==> src/rtl/render_pkg.sv <==
// Shared render-pipeline types: requester ids, default SRAM geometry and the
// read-tag record that travels alongside each in-flight SRAM read.
package render_pkg;

    localparam int NUM_REQ    = 3;
    localparam int DEF_ADDR_W = 20;
    localparam int DEF_DATA_W = 32;
    localparam int ID_W       = $clog2(NUM_REQ);

    localparam logic [ID_W-1:0] REQ_FACE = ID_W'(0);
    localparam logic [ID_W-1:0] REQ_VERT = ID_W'(1);
    localparam logic [ID_W-1:0] REQ_ZBUF = ID_W'(2);

    typedef struct packed {
        logic            vld;
        logic [ID_W-1:0] id;
    } rd_tag_t;

endpackage

==> src/rtl/sram_port_arbiter_rr_arb.sv <==
// Combinational one-hot grant with a rotating start pointer.
// Define ARB_FIXED_PRIO_EN for fixed lowest-index-wins priority instead.
module rr_arb
    import render_pkg::*;
#(
    parameter int N_REQ = NUM_REQ
) (
    input  logic             clk,
    input  logic             srst_n,
    input  logic [N_REQ-1:0] req,
    output logic [N_REQ-1:0] gnt
);

`ifdef ARB_FIXED_PRIO_EN
    // Walk from the top down so the lowest requesting index is the final writer.
    always_comb begin
        gnt = '0;
        for (int i = N_REQ - 1; i >= 0; i--) begin
            if (req[i] && srst_n) begin
                gnt    = '0;
                gnt[i] = 1'b1;
            end
        end
    end
`else
    localparam int PTR_W = (N_REQ > 1) ? $clog2(N_REQ) : 1;

    logic [PTR_W-1:0] rr_ptr_q;
    logic [PTR_W-1:0] rr_ptr_d;
    logic [PTR_W:0]   sum;
    logic [PTR_W-1:0] idx;

    // Walk the search order backwards so the candidate nearest rr_ptr wins.
    always_comb begin
        gnt      = '0;
        rr_ptr_d = rr_ptr_q;
        sum      = '0;
        idx      = '0;
        for (int k = N_REQ - 1; k >= 0; k--) begin
            sum = {1'b0, rr_ptr_q} + (PTR_W + 1)'(k);
            if (sum >= (PTR_W + 1)'(N_REQ)) begin
                sum = sum - (PTR_W + 1)'(N_REQ);
            end
            idx = sum[PTR_W-1:0];
            if (req[idx] && srst_n) begin
                gnt      = '0;
                gnt[idx] = 1'b1;
                rr_ptr_d = (idx == PTR_W'(N_REQ - 1)) ? '0 : idx + 1'b1;
            end
        end
    end

    always_ff @(posedge clk) begin
        if (!srst_n) begin
            rr_ptr_q <= '0;
        end else begin
            rr_ptr_q <= rr_ptr_d;
        end
    end
`endif

endmodule

==> src/rtl/sram_port_arbiter.sv <==
// Shares one SRAM port between face fetch, vertex fetch and z-buffer; reads are
// tagged through the fixed SRAM latency and returned to their issuer in order.
module sram_port_arbiter
    import render_pkg::*;
#(
    parameter int N_REQ  = NUM_REQ,
    parameter int ADDR_W = DEF_ADDR_W,
    parameter int DATA_W = DEF_DATA_W,
    parameter int RD_LAT = 3
) (
    input  logic                      clk,
    input  logic                      srst_n,
    input  logic [N_REQ-1:0]          req_valid,
    input  logic [N_REQ-1:0]          req_we,
    input  logic [N_REQ*ADDR_W-1:0]   req_addr,
    input  logic [N_REQ*DATA_W-1:0]   req_wdata,
    output logic [N_REQ-1:0]          req_ready,
    output logic [N_REQ-1:0]          rsp_valid,
    output logic [DATA_W-1:0]         rsp_data,
    output logic                      sram_cs,
    output logic                      sram_we,
    output logic [ADDR_W-1:0]         sram_addr,
    output logic [DATA_W-1:0]         sram_wdata,
    input  logic [DATA_W-1:0]         sram_rdata
);

    logic [N_REQ-1:0]  gnt;
    logic              any_gnt;
    logic              sel_we;
    logic [ID_W-1:0]   sel_id;
    logic [ADDR_W-1:0] sel_addr;
    logic [DATA_W-1:0] sel_wdata;

    logic              sram_cs_q,    sram_cs_d;
    logic              sram_we_q,    sram_we_d;
    logic [ADDR_W-1:0] sram_addr_q,  sram_addr_d;
    logic [DATA_W-1:0] sram_wdata_q, sram_wdata_d;
    logic [N_REQ-1:0]  rsp_valid_q,  rsp_valid_d;
    logic [DATA_W-1:0] rsp_data_q,   rsp_data_d;
    rd_tag_t           tag_q [RD_LAT+1];
    rd_tag_t           tag_d [RD_LAT+1];

    rr_arb #(.N_REQ(N_REQ)) u_rr_arb (
        .clk    (clk),
        .srst_n (srst_n),
        .req    (req_valid),
        .gnt    (gnt)
    );

    assign req_ready = gnt;
    assign any_gnt   = |gnt;

    always_comb begin
        sel_we    = 1'b0;
        sel_id    = '0;
        sel_addr  = '0;
        sel_wdata = '0;
        for (int i = 0; i < N_REQ; i++) begin
            if (gnt[i]) begin
                sel_we    = req_we[i];
                sel_id    = ID_W'(i);
                sel_addr  = req_addr[i*ADDR_W +: ADDR_W];
                sel_wdata = req_wdata[i*DATA_W +: DATA_W];
            end
        end
    end

    // Tag stage RD_LAT lines up with the cycle sram_rdata is valid for that read.
    always_comb begin
        sram_cs_d    = any_gnt;
        sram_we_d    = any_gnt & sel_we;
        sram_addr_d  = any_gnt ? sel_addr  : sram_addr_q;
        sram_wdata_d = any_gnt ? sel_wdata : sram_wdata_q;
        tag_d[0]     = '{vld: any_gnt & ~sel_we, id: sel_id};
        for (int s = 1; s <= RD_LAT; s++) begin
            tag_d[s] = tag_q[s-1];
        end
        rsp_valid_d = '0;
        rsp_data_d  = rsp_data_q;
        if (tag_q[RD_LAT].vld) begin
            rsp_valid_d[tag_q[RD_LAT].id] = 1'b1;
            rsp_data_d                    = sram_rdata;
        end
    end

    always_ff @(posedge clk) begin
        if (!srst_n) begin
            sram_cs_q    <= 1'b0;
            sram_we_q    <= 1'b0;
            sram_addr_q  <= '0;
            sram_wdata_q <= '0;
            rsp_valid_q  <= '0;
            rsp_data_q   <= '0;
            for (int s = 0; s <= RD_LAT; s++) begin
                tag_q[s] <= '0;
            end
        end else begin
            sram_cs_q    <= sram_cs_d;
            sram_we_q    <= sram_we_d;
            sram_addr_q  <= sram_addr_d;
            sram_wdata_q <= sram_wdata_d;
            rsp_valid_q  <= rsp_valid_d;
            rsp_data_q   <= rsp_data_d;
            for (int s = 0; s <= RD_LAT; s++) begin
                tag_q[s] <= tag_d[s];
            end
        end
    end

    assign sram_cs    = sram_cs_q;
    assign sram_we    = sram_we_q;
    assign sram_addr  = sram_addr_q;
    assign sram_wdata = sram_wdata_q;
    assign rsp_valid  = rsp_valid_q;
    assign rsp_data   = rsp_data_q;

endmodule
==> config.mk <==
export PLATFORM = sky130hd
export DESIGN_NAME = sram_port_arbiter
export DESIGN_NICKNAME = d
export VERILOG_FILES = /design/src/rtl/render_pkg.sv /design/src/rtl/sram_port_arbiter_rr_arb.sv /design/src/rtl/sram_port_arbiter.sv
export SDC_FILE = /design/constraint.sdc
export NUM_CORES = 1
export LEC_CHECK = 0
export ABC_AREA = 0
export BUFFER_PORTS_ARGS = -buffer_cell sky130_fd_sc_hd__buf_2
export CORE_MARGIN = 4
export CORE_UTILIZATION = 30
export DETAILED_ROUTE_END_ITERATION = 8
export PLACE_DENSITY_LB_ADDON = 0.3
export SLEW_MARGIN = 20
export SYNTH_ARGS = -nofsm -noshare
export SYNTH_HDL_FRONTEND = slang
export SYNTH_HIERARCHICAL = 1
export SYNTH_SLANG_ARGS = --single-unit
==> constraint.sdc <==
create_clock -name clk -period 3.1 [get_ports clk]
set_clock_uncertainty 0.2 [all_clocks]
set_input_delay 0.465 -clock clk [delete_from_list [all_inputs] [get_ports clk]]
set_output_delay 0.465 -clock clk [all_outputs]
set_load 0.02 [all_outputs]
[Word level (Yosys, flattened, before mapping)]
Memories as Yosys holds them, arrays and structs flattened.
Index checks and enable logic that the tools add are counted.
Word-level totals
  register bits: 91
  bits in writable memories: 12
  bits of input ports: 196
  output and inout port bits: 92
  logic and storage cells: 90
  memories: 1
Cells by class
  add/sub/neg operators: 8
  order comparisons: 11
  equality and inequality tests: 3
  multiplexer cells: 43
  bitwise operators: 7
  reductions and logical operators: 10
Memories
  tag_q: depth 4, bits a word 3, rd ports 4, clocked after memory_dff 0, write ports 4, RTL line sram_port_arbiter.sv:40  | rd_tag_t tag_q [RD_LAT+1];
Operators by type and width (number)
  32-bit two-way mux: 3
  20-bit two-way mux: 3
  3-bit two-way mux: 7
  2-bit two-way mux: 10
  1-bit two-way mux: 13
  2-bit by 3-bit less-than comparator with 1-bit output (second input constant): 4
  1-bit demux with 2-bit select: 4
  2-bit by 1-bit greater-or-equal comparator with 1-bit output (second input constant): 4
  1-bit logical AND: 7
  2-bit by 1-bit adder with 2-bit output (second input constant): 3
  1-bit binary-select mux with 2-bit select: 3
  2-bit == test (second input constant): 3
  3-bit by 2-bit greater-or-equal comparator with 1-bit output (second input constant): 2
  2-bit subtractor (second input constant): 3
  1-bit OR: 4
  2-bit by 1-bit adder with 3-bit output (second input constant): 1
  2-bit by 2-bit adder with 3-bit output (second input constant): 1
  3-bit nonzero test: 1
  3-bit OR reduction: 1
  1-bit AND: 2
  2-bit greater-or-equal comparator (second input constant): 1
  2-bit AND reduction: 1
  1-bit inverter: 1

[Longest topological paths before layout]
Gate-level depths: netlist (run 1).
  depth after elaboration: 16
  depth in mapped cells: 12
  mapped depth without buffers: 10

[Cells and area by module]
The synthesis (run 1) kept the hierarchy.
Modules (own cells, without submodules)
  sram_port_arbiter: times used 1, cells each 390, area each 4086.4 um2, seq. area each 2021.9 um2
  rr_arb: times used 1, cells each 42, area each 335.3 um2, seq. area each 40.0 um2

[Worst setup path before layout (run 1)]
Ideal clock, no wire load.
  path type: flip-flop to flip-flop
  start: register u_rr_arb.rr_ptr_q[0]
  end: register sram_addr_q[0], in the netlist sram_addr[0]
  setup time: 133 ps
  arrival: 2766 ps
  required time: 2767 ps
  path slack: 2 ps
  cell stages (with the launch flop): 11
  buffers on the path: 1
  period minus slack after synthesis: 3098 ps
  path through: dfxtp_1 > inv_1 > ha_1 > mux2_4 > o211ai_1 > o2111ai_1 > o21ai_0 > clkinv_1 > clkbuf_1 > o22ai_1 > a21oi_1
On the way
  elaborated cells on any way between the ends: 42
  those cells by class: 5 x add/sub; 9 x order compare; 21 x mux; 7 x reduce/logical
RTL lines
  from (decl): RTL line sram_port_arbiter_rr_arb.sv:28  | logic [PTR_W-1:0] rr_ptr_q;
  from (signal assigned): RTL line sram_port_arbiter_rr_arb.sv:57  | rr_ptr_q <= rr_ptr_d;
  2-bit by 2-bit adder with 3-bit output: RTL line sram_port_arbiter_rr_arb.sv:40  | sum = {1'b0, rr_ptr_q} + (PTR_W + 1)'(k);
  3-bit by 2-bit greater-or-equal comparator with 1-bit output or 2-bit subtractor (tied branches): RTL line sram_port_arbiter_rr_arb.sv:41, sram_port_arbiter_rr_arb.sv:42
  2-bit two-way mux: RTL line sram_port_arbiter_rr_arb.sv:41  | if (sum >= (PTR_W + 1)'(N_REQ)) begin
  2-bit by 3-bit less-than comparator with 1-bit output (not written as such) or 2-bit by 1-bit greater-or-equal comparator with 1-bit output (tied branches): RTL line sram_port_arbiter_rr_arb.sv:47  | gnt[idx] = 1'b1;
  1-bit logical AND (not written as such): RTL line sram_port_arbiter_rr_arb.sv:47
  1-bit two-way mux (not written as such): RTL line sram_port_arbiter_rr_arb.sv:47
  1-bit demux with 2-bit select
  3-bit two-way mux (2 in series): RTL line sram_port_arbiter_rr_arb.sv:45  | if (req[idx] && srst_n) begin
  3-bit two-way mux (*): RTL line sram_port_arbiter_rr_arb.sv:45
  named net req_ready[1]: RTL line sram_port_arbiter.sv:17  | output logic [N_REQ-1:0] req_ready,
  20-bit two-way mux (2 in series): RTL line sram_port_arbiter.sv:59  | if (gnt[i]) begin
  to (signal assigned): RTL line sram_port_arbiter.sv:100  | sram_addr_q <= sram_addr_d;
  to (decl): RTL line sram_port_arbiter.sv:36  | logic [ADDR_W-1:0] sram_addr_q, sram_addr_d;
Mark *: on every way through the listed nets, which the timed path passes. The rest lies on a longest branch. The select of a mux whose other input is x is not followed.
A chain may end at the register's enable or synchronous reset.

[Final worst setup path (run 1)]
  start: register u_rr_arb.rr_ptr_q[0]
  end: output port req_ready[0]
On the way
  longest elaborated chain between the ends: 10
  elaborated cells on any way between the ends: 38
  those cells by class: 5 x add/sub; 9 x order compare; 18 x mux; 6 x reduce/logical
RTL lines (RTL line)
  2-bit by 2-bit adder with 3-bit output: sram_port_arbiter_rr_arb.sv:40
  3-bit by 2-bit greater-or-equal comparator with 1-bit output or 2-bit subtractor (tied branches): sram_port_arbiter_rr_arb.sv:41, sram_port_arbiter_rr_arb.sv:42
  2-bit two-way mux: sram_port_arbiter_rr_arb.sv:41
  2-bit by 3-bit less-than comparator with 1-bit output (not written as such) or 2-bit by 1-bit greater-or-equal comparator with 1-bit output (tied branches): sram_port_arbiter_rr_arb.sv:47
  1-bit logical AND (not written as such): sram_port_arbiter_rr_arb.sv:47
  1-bit two-way mux (not written as such): sram_port_arbiter_rr_arb.sv:47
  1-bit demux with 2-bit select
  3-bit two-way mux (2 in series): sram_port_arbiter_rr_arb.sv:45
  3-bit two-way mux (*): sram_port_arbiter_rr_arb.sv:45
  to (decl): sram_port_arbiter.sv:17
Every way passes the cells marked *; elsewhere a longest branch is shown, timed or not. The select of a mux whose other input is x is not followed.

==> results_dict.tcl, run 1 <==
set metrics [dict create \
    fin_area_um2 6324 \
    grt_usage 0.1662 \
    synth.distinct_cells 33 \
    via_count 4533 \
    antenna_found_initial 1 \
    yosysWarnings 6 \
    period_minus_slack_ns 2.952 \
    ys_seq_elements 103 \
    firstDrtPassIters 4 \
    critical_path_class "reg -> out" \
    grt_pass1_vias 4476 \
    globalRouteOverflowTotal 0 \
    wl_per_cell_um 16.71 \
    core_um2 14480 \
    placed_cell_area_um2 5964 \
    antenna_cells 0 \
    yosysSeqAreaShare 0.4663 \
    grt_max_degree 73 \
    clk_pin_slew_ns 0.07 \
    worstMarginPinSlew_ns 0.9758 \
    clockRootBuffer "clkbuf_16" \
    htree_num_levels 3 \
    cts_buffer_depth 2 \
    crit_path_end_kind "output pin" \
    cts_buffers 9 \
    num_io_pins 288 \
    setup_ws_ns 0.1482 \
    drc_errors 0 \
    start_util 0.3054 \
    hold_class "in -> reg" \
    pre_cts_ws_ns -0.05262 \
    ctsHoldBuffers 0 \
    peakVddDrop_mv 0.4071 \
    area_growth_syn_to_layout_pct 43.01 \
    r2r-start "u_rr_arb/rr_ptr_q[0]" \
    finalSetupViolCount 0 \
    min_period_over_period 0.9522 \
    cp-startpoint "u_rr_arb/rr_ptr_q[0]" \
    design.die.area_um2 16750 \
    slew_viol_final 0 \
    floorplan.die.width_um 129.4 \
    viasPerCell 5.105 \
    clk_latency_ns 0.35 \
    hold_start "sram_rdata[4]" \
    startpoint_type "flip-flop" \
    cellPowerDensity_nw_per_um2 941.8 \
    place_congestion 0.9120 \
    wl_um 14840 \
    p_leak_nw 2.828 \
    cap_viol_max_count 0 \
    avgSynthCellArea_um2 10.24 \
    drive_above_1_share 0.4929 \
    syn_area_um2 4422 \
    ant_nets 0 \
    use_met3 0.04658 \
    rsz0062_at_grt "no" \
    fmax_ghz 0.3388 \
    path_max_fanout 4 \
    postLayoutCoreUtil 0.4367 \
    whs_ns 0.1727 \
    use_met2 0.2771 \
    hold_violations 0 \
    cts.sinks 103 \
    slew_headroom 0.3495 \
    dp_cells 871 \
    dpl.hpwl_um 10900 \
    fin_cells 888 \
    top_usage_layer "met2" \
    use_met1 0.1951 \
    required_ns 2.43 \
    arrival_ns 2.29 \
    die_y_um 129.4 \
    io_buffer_count 287 \
    status "finished clean" \
    syn_nets 632 \
    grt_pass1_wl_um 22010 \
    first_iter_violations 294 \
    cts_tree "built" \
    nets 899 \
    num_rows 44 \
    synthCells 432 \
]
stage by stage:
stage	power [mW]	TNS [ns]
6_report	5.956	0
3_3_place_gp	4.651	0
4_1_cts	5.942	0
2_1_floorplan	3.935	0
5_1_grt	6.359	0
3_5_place_dp	4.732	-0.8558
flip-flops by register name (all words and copies together) (netlist names):
register	flops
sram_we	1
sram_addr	20
tag_q	12
rsp_data	32
u_rr_arb/rr_ptr_q	2
rsp_valid	3
sram_cs	1
sram_wdata	32
area by class of cell:
cell class | count | area (um^2)
Multi-Input combinational cell | 278 | 2130
Sequential cell | 103 | 2064
Clock buffer | 9 | 225.2
Clock inverter | 7 | 77.57
Tap cell | 184 | 230.2
Inverter | 7 | 27.53
Fill cell | 1416 | 8155
Timing Repair Buffer | 300 | 1569
power by group:
| group | internal, mW | switching (mW) | leakage [nW] |
|---|---|---|---|
| clock network | 0.635 | 0.526 | 0.147 |
| registers | 1.67 | 0.204 | 0.847 |
| logic | 1.11 | 1.81 | 1.83 |
metal layers:
metal	wire, um	share of wire	vias up
met5	13	0.00088	-
met4	482	0.032	2
met3	1508	0.10	38
met2	6945	0.47	252
met1	5886	0.40	2043
li1	-	-	2198
worst paths after layout:
kind | end | depth (start not counted) | slack, ns
worst min-delay path | rsp_data[4] | 3 | 0.17
worst max-delay path | req_ready[0] | 9 | 0.15
worst max register to register | sram_wdata[12] | 11 | 0.18
worst min register to register | tag_q[2][1] | 1 | 0.23
repair_timing:
| item | 4_1_cts | 5_1_grt |
|---|---|---|
| gates resized for setup | 2 | 14 |
| setup endpoints to repair | 54 | 55 |
| cloned | 0 | 0 |
| hold endpoints to repair | 0 | 0 |
| pin swaps | 1 | 2 |
| setup buffers | 1 | 0 |
critical path: stages (launching register included):
cell and delay [ns]:
dfxtp_2 0.34, inv_1 0.09, ha_2 0.20, mux2_4 0.31
o211ai_1 0.24, buf_4 0.17, o21ai_0 0.07, a21oi_1 0.17
buf_4 0.17, buf_2 0.16
synthesized netlist by cell type:
master	count	area, um^2
buf_2	17	85.08
nand2b_1	2	12.51
a21oi_1	56	280.3
o211ai_1	1	7.510
nor3_1	2	10.01
buf_6	6	67.56
nor4bb_1	1	10.01
nor3b_1	2	15.01
nand3b_1	3	22.52
mux2i_1	35	350.3
or4b_4	1	13.76
o211a_1	1	10.01
a2bb2oi_1	1	8.760
buf_4	1	7.510
mux2_4	1	15.01
dfxtp_1	103	2062
and3_1	2	12.51
o21ai_0	6	30.03
o22ai_1	52	325.3
nand2_1	3	11.26
clkbuf_1	20	75.07
inv_1	5	18.77
nor2b_1	33	206.5
and2_1	12	75.07
nor2_1	2	7.510
o2bb2ai_1	1	8.760
o2111ai_1	1	8.760
a311oi_1	2	17.52
clkinv_1	2	7.510
o221ai_1	34	297.8
or3_1	1	6.260
o221ai_2	19	285.3
ha_1	4	50.05
kinds of logic (layout without fill, tap and decap cells):
kind of cell / after synthesis / count (layout) / share of synthesized area
compound gates: 174 / 174 / 0.2895
fa+ha+maj: 4 / 4 / 0.01132
buf+inv: 51 / 323 / 0.05914
flops: 103 / 103 / 0.4663
mux: 36 / 36 / 0.08263
simple gates: 64 / 64 / 0.09111
placed cells by master (no fill, tap or decap), types with 4 or more instances in the layout:
cell       instances
buf_2            286
dfxtp_1          101
a21oi_1           56
o22ai_1           52
mux2i_1           35
o221ai_1          33
nor2b_1           33
o221ai_2          20
and2_1            12
buf_4             10
clkbuf_16          9
inv_1              4
Power figures use the tool's default switching activity.
==> run 2: changes to the inputs <==
- PLACE_DENSITY_LB_ADDON: 0.3 -> default
==> run 2 against run 1 <==
Net effect: worst setup slack worse by 0.090 ns; register-to-register slack lost 0.04 ns; global-route usage decreased by 1.0 points; flip-flop and latch count stayed put; die area stayed put; clock power down 3%; count of clock-buffer cells in the layout unchanged; sequential share of layout area is 0.16 points lower; largest cell class unchanged; highest routed layer is now met4.
==> results_dict.tcl, run 2 (same netlist as run 1, synthesis figures left out) <==
set metrics [dict create \
    cp.depth 10 \
    endpoint "req_ready[0]" \
    dpl.hpwl_um 10360 \
    nets 902 \
    use_met1 0.2029 \
    start_util 0.3054 \
    setup_ws_ns 0.05849 \
    core_um2 14480 \
    ant_nets 0 \
    clockRootBuffer "clkbuf_16" \
    period_minus_slack_ns 3.042 \
    final_cell_mix "buf_2 (286), dfxtp_1 (101), a21oi_1 (55)" \
    die_y_um 129.4 \
    drive_above_1_share 0.4950 \
    hold_violations 0 \
    cts.sinks 103 \
    cellPowerDensity_nw_per_um2 938.6 \
    cp_top_family "buffers and inverters" \
    r2r_end "sram_addr[6]" \
    r2r-start "u_rr_arb/rr_ptr_q[0]" \
    p_sw_mw 2.566 \
    grt_usage 0.1563 \
    slowest_stage "dfxtp_2" \
    wl_um 14180 \
    crit_path_end_kind "output pin" \
    fillers 1379 \
    postLayoutCoreUtil 0.4389 \
    final_common_cell "buf_2" \
    pwr-share-clk 0.188 \
    via_count 4483 \
    finalSetupViolCount 0 \
    setup-tns-final_ns 0 \
    use_met3 0.03669 \
    peakVddDrop_mv 0.4623 \
    design.die.area_um2 16750 \
    r2r_slack_ns 0.14 \
    clk_pin_slew_ns 0.08 \
    cp_num_buf_inv 5 \
    cts_buffer_depth 2 \
    critical_path_class "reg -> out" \
    startpoint_type "flip-flop" \
    seq_power_share 0.311 \
    viasPerCell 5.031 \
    antenna_found_initial 0 \
    top_usage_layer "met2" \
    clk_latency_ns 0.35 \
    num_io_pins 288 \
    holdPathStages 3 \
    crit_top_cell "buf_4" \
    drc_errors 0 \
    pwr-share-comb 0.501 \
    ctsHoldBuffers 0 \
    place_congestion 0.8725 \
    num_rows 44 \
    grt_max_degree 98 \
    use_met2 0.2494 \
    globalRouteOverflowTotal 0 \
    hold_class "in -> reg" \
    min_period_over_period 0.9811 \
    arrival_ns 2.38 \
    rr_worst_depth 14 \
    worstMarginPinSlew_ns 0.9852 \
    antenna_cells 0 \
    first_iter_violations 233 \
    status "finished clean" \
    grt_pass1_vias 4262 \
    htree_num_levels 3 \
    p_leak_nw 2.848 \
    grt_pass1_wl_um 20970 \
    fin_cells 891 \
    firstDrtPassIters 4 \
    floorplan.die.width_um 129.4 \
    path_max_fanout 4 \
    required_ns 2.43 \
    cts_buffers 9 \
    cts_tree "built" \
    netSwitchingFraction 0.4302 \
    fin_area_um2 6355 \
    wl_per_cell_um 15.92 \
    io_buffer_count 287 \
    cpPeakStageDelay_ns 0.34 \
    dp_cells 871 \
    pre_cts_ws_ns -0.03544 \
    cap_viol_max_count 0 \
    placed_cell_area_um2 5977 \
    crit_chain "inv_1, ha_2, mux2_4, o211ai_1, buf_4, buf_4, o21ai_0, a21oi_1, buf_4, buf_2" \
    p_int_mw 3.399 \
    area_growth_syn_to_layout_pct 43.72 \
    fmax_ghz 0.3288 \
    cp-startpoint "u_rr_arb/rr_ptr_q[0]" \
    slew_viol_final 0 \
    slew_headroom 0.3432 \
]
run 2: layout make-up:
cell class	instances	area, um^2	area share
tap	184	230.2	0.03623
timing repair buffer	303	1607	0.2528
clock buffer	9	225.2	0.03544
inverter	7	27.53	0.004332
sequential	103	2064	0.3249
clock inverter	7	68.82	0.01083
multi-input combinational	278	2132	0.3355
run 2: how the worst min path moves through the flow:
stage	startpoint	end	slack, ns
6_report	sram_rdata[24]	rsp_data[24]	0.17
5_1_grt	sram_rdata[14]	rsp_data[14]	0.18
4_1_cts	sram_rdata[24]	rsp_data[24]	0.16
3_5_place_dp	tag_q[1][2]	tag_q[2][2]	0.22
3_3_place_gp	tag_q[0][0]	tag_q[1][0]	0.21
2_1_floorplan	tag_q[0][0]	tag_q[1][0]	0.21
run 2: tightest hold or removal path: stages:
cell and delay (ns):
buf_2 0.07, mux2i_1 0.05, nor2b_1 0.09
run 2: power by group through the flow:
stage	registers [mW]	clock network, mW	logic [mW]
finish	1.85	1.12	2.99
CTS	1.85	1.16	2.92
floorplan	2.22	0	1.72
detailed placement	1.87	0	2.88
global placement	1.87	0	2.80
global route	1.89	1.21	3.26
run 2: layer usage:
layer | up-vias | wire, um
met3 | 23 | 1409
met1 | 2038 | 5912
met5 | - | 0
met4 | 0 | 303
met2 | 222 | 6556
li1 | 2200 | -
run 2: stage by stage:
| step | total power [mW] | hold WS [ns] |
|---|---|---|
| 3_5_place_dp | 4.749 | 0.2185 |
| 6_report | 5.965 | 0.1735 |
| 5_1_grt | 6.359 | 0.1819 |
| 3_3_place_gp | 4.672 | 0.2143 |
| 4_1_cts | 5.939 | 0.1555 |
| 2_1_floorplan | 3.935 | 0.2119 |
run 2: what timing repair did:
| item | in CTS | in global routing |
|---|---|---|
| cloned | 0 | 0 |
| setup endpoints to repair | 47 | 55 |
| buffers inserted | 0 | 4 |
| pin swaps | 0 | 2 |
| gates resized for setup | 5 | 10 |
==> run 3: changes to the inputs <==
- BUFFER_PORTS_ARGS: -buffer_cell sky130_fd_sc_hd__buf_2 -> default
- DONT_BUFFER_PORTS: default -> 1
- SLEW_MARGIN: 20 -> default
==> run 3 against run 2 <==
Net effect: core utilization down 10 points; global-route usage shrank 1.7 points; flip-flop and latch count unchanged; worst hold slack lost 0.12 ns; critical path type is now reg -> reg; non-clock buffer count is 291 lower; critical endpoint is now sram_wdata[10]; via count fell by 23%; final area shrank 23%; highest routed layer is now met5; total power down 6.9%.
==> results_dict.tcl, run 3 (same netlist as run 1, synthesis figures left out) <==
set metrics [dict create \
    die_y_um 129.4 \
    p_int_mw 3.172 \
    num_io_pins 288 \
    fillers 1460 \
    final_common_cell "dfxtp_1" \
    slowest_stage "or3_2" \
    hold_class "in -> reg" \
    crit_path_end_kind "flip-flop" \
    critical_path_class "reg -> reg" \
    r2r_end "sram_wdata[10]" \
    fmax_ghz 0.3402 \
    required_ns 3.12 \
    grt_max_degree 107 \
    postLayoutCoreUtil 0.3375 \
    start_util 0.3054 \
    antenna_found_initial 1 \
    cts.sinks 103 \
    clk_pin_slew_ns 0.07 \
    slew_viol_final 0 \
    cts_setup_buffers 0 \
    htree_num_levels 3 \
    holdPathStages 1 \
    floorplan.die.width_um 129.4 \
    grt_usage 0.1392 \
    p_sw_mw 2.381 \
    design.die.area_um2 16750 \
    antenna_cells 0 \
    min_period_over_period 0.9483 \
    core_um2 14480 \
    globalRouteOverflowTotal 0 \
    rsz0062_at_grt "no" \
    crit_chain "inv_1, ha_2, nand3b_1, o21ai_1, and3_1, a311oi_1, a21oi_1, or3_2, buf_12, o221ai_2, a21oi_1" \
    r2r-start "u_rr_arb/rr_ptr_q[0]" \
    ant_nets 0 \
    cts_buffer_depth 2 \
    wl_per_cell_um 21.06 \
    arrival_ns 2.96 \
    slew_headroom 0.3631 \
    path_max_fanout 45 \
    drive_above_1_share 0.1346 \
    nets 611 \
    p_leak_nw 1.594 \
    cap_viol_max_count 0 \
    finalSetupViolCount 0 \
    cellPowerDensity_nw_per_um2 1136 \
    pwr-share-clk 0.212 \
    io_buffer_count 0 \
    viasPerCell 5.770 \
    drc_errors 0 \
    final_cell_mix "dfxtp_1 (102), a21oi_1 (56), o22ai_1 (52)" \
    clk_latency_ns 0.34 \
    dpl.hpwl_um 9220 \
    first_iter_violations 169 \
    seq_power_share 0.413 \
    ctsHoldBuffers 0 \
    firstDrtPassIters 5 \
    via_count 3462 \
    pwr-share-comb 0.375 \
    grt_pass1_vias 3388 \
    area_growth_syn_to_layout_pct 10.53 \
    hold_violations 0 \
    cpPeakStageDelay_ns 0.54 \
    peakVddDrop_mv 0.4247 \
    wl_um 12640 \
    clockRootBuffer "clkbuf_16" \
    startpoint_type "flip-flop" \
    place_congestion 0.7644 \
    num_rows 44 \
    crit_top_cell "a21oi_1" \
    grt_pass1_wl_um 17970 \
    rr_worst_depth 11 \
    hold_start "srst_n" \
    worstMarginPinSlew_ns 0.9553 \
    cts_buffers 9 \
    r2r_slack_ns 0.16 \
    whs_ns 0.05511 \
    status "finished clean" \
    cts_tree "built" \
    holdPathEnd "tag_q[1][1]" \
    netSwitchingFraction 0.4288 \
    period_minus_slack_ns 2.940 \
]
==> run 3: how the worst max path moves through the flow <==
stage	start	to	slack, ns	cells past startpoint
6_report	u_rr_arb/rr_ptr_q[0]	sram_wdata[10]	0.16	11
5_1_grt	u_rr_arb/rr_ptr_q[1]	sram_wdata[14]	0.004	11
4_1_cts	u_rr_arb/rr_ptr_q[0]	sram_wdata[10]	0.04	11
3_5_place_dp	u_rr_arb/rr_ptr_q[0]	sram_wdata[10]	-0.02	11
3_3_place_gp	u_rr_arb/rr_ptr_q[0]	sram_wdata[10]	0.08	11
2_1_floorplan	u_rr_arb/rr_ptr_q[0]	sram_addr[0]	0.002	10
==> run 3: layout make-up <==
class | count | area (um^2) | area share
timing repair buffer | 12 | 140.1 | 0.02867
clock buffer | 10 | 239.0 | 0.04890
inverter | 7 | 27.53 | 0.005632
clock inverter | 6 | 73.82 | 0.01510
multi-input combinational | 278 | 2113 | 0.4324
sequential | 103 | 2063 | 0.4222
tap | 184 | 230.2 | 0.04711
==> run 3: critical path, delay by kind of cell, from the launching register on <==
family | cells | cell delay (ns)
flip-flops | 1 | 0.37
adder cells (fa/ha/maj) | 1 | 0.34
AND/OR/NAND/NOR | 3 | 0.86
AO/OA/AOI/OAI | 5 | 0.71
buffers and inverters | 2 | 0.31
==> run 3: repair_timing <==
action                                  4_1_cts  5_1_grt
hold endpoints to repair                      0        0
endpoints found under the setup margin        1       54
resized for setup                             1        4
pin swaps                                     0        0
==> run 3: layer usage <==
metal  global-route usage  part of all wire
met4              0.07844             0.031
met2               0.2277              0.48
met3              0.05029              0.11
met1               0.1571              0.37
met5                    0            0.0016
==> run 3: per-stage QoR <==
stage | worst slack (ns) | instances | setup TNS (ns) | total power, mW | area [um^2]
floorplan | 0.001939 | 432 | 0 | 3.935 | 4422
global placement | 0.07832 | 584 | 0 | 4.307 | 4563
detailed placement | -0.01509 | 584 | -0.01509 | 4.400 | 4563
CTS | 0.04478 | 600 | 0 | 5.607 | 4882
global route | 0.004103 | 600 | 0 | 5.927 | 4887
finish | 0.1603 | 600 | 0 | 5.553 | 4887
==> run 3: power groups by stage <==
stage	registers (mW)	clock network (mW)	logic, mW
final	2.29	1.17	2.08
after global routing	2.32	1.28	2.32
after CTS	2.29	1.23	2.08
after detailed placement	2.32	0	2.08
after global placement	2.32	0	1.99
after floorplan	2.22	0	1.72
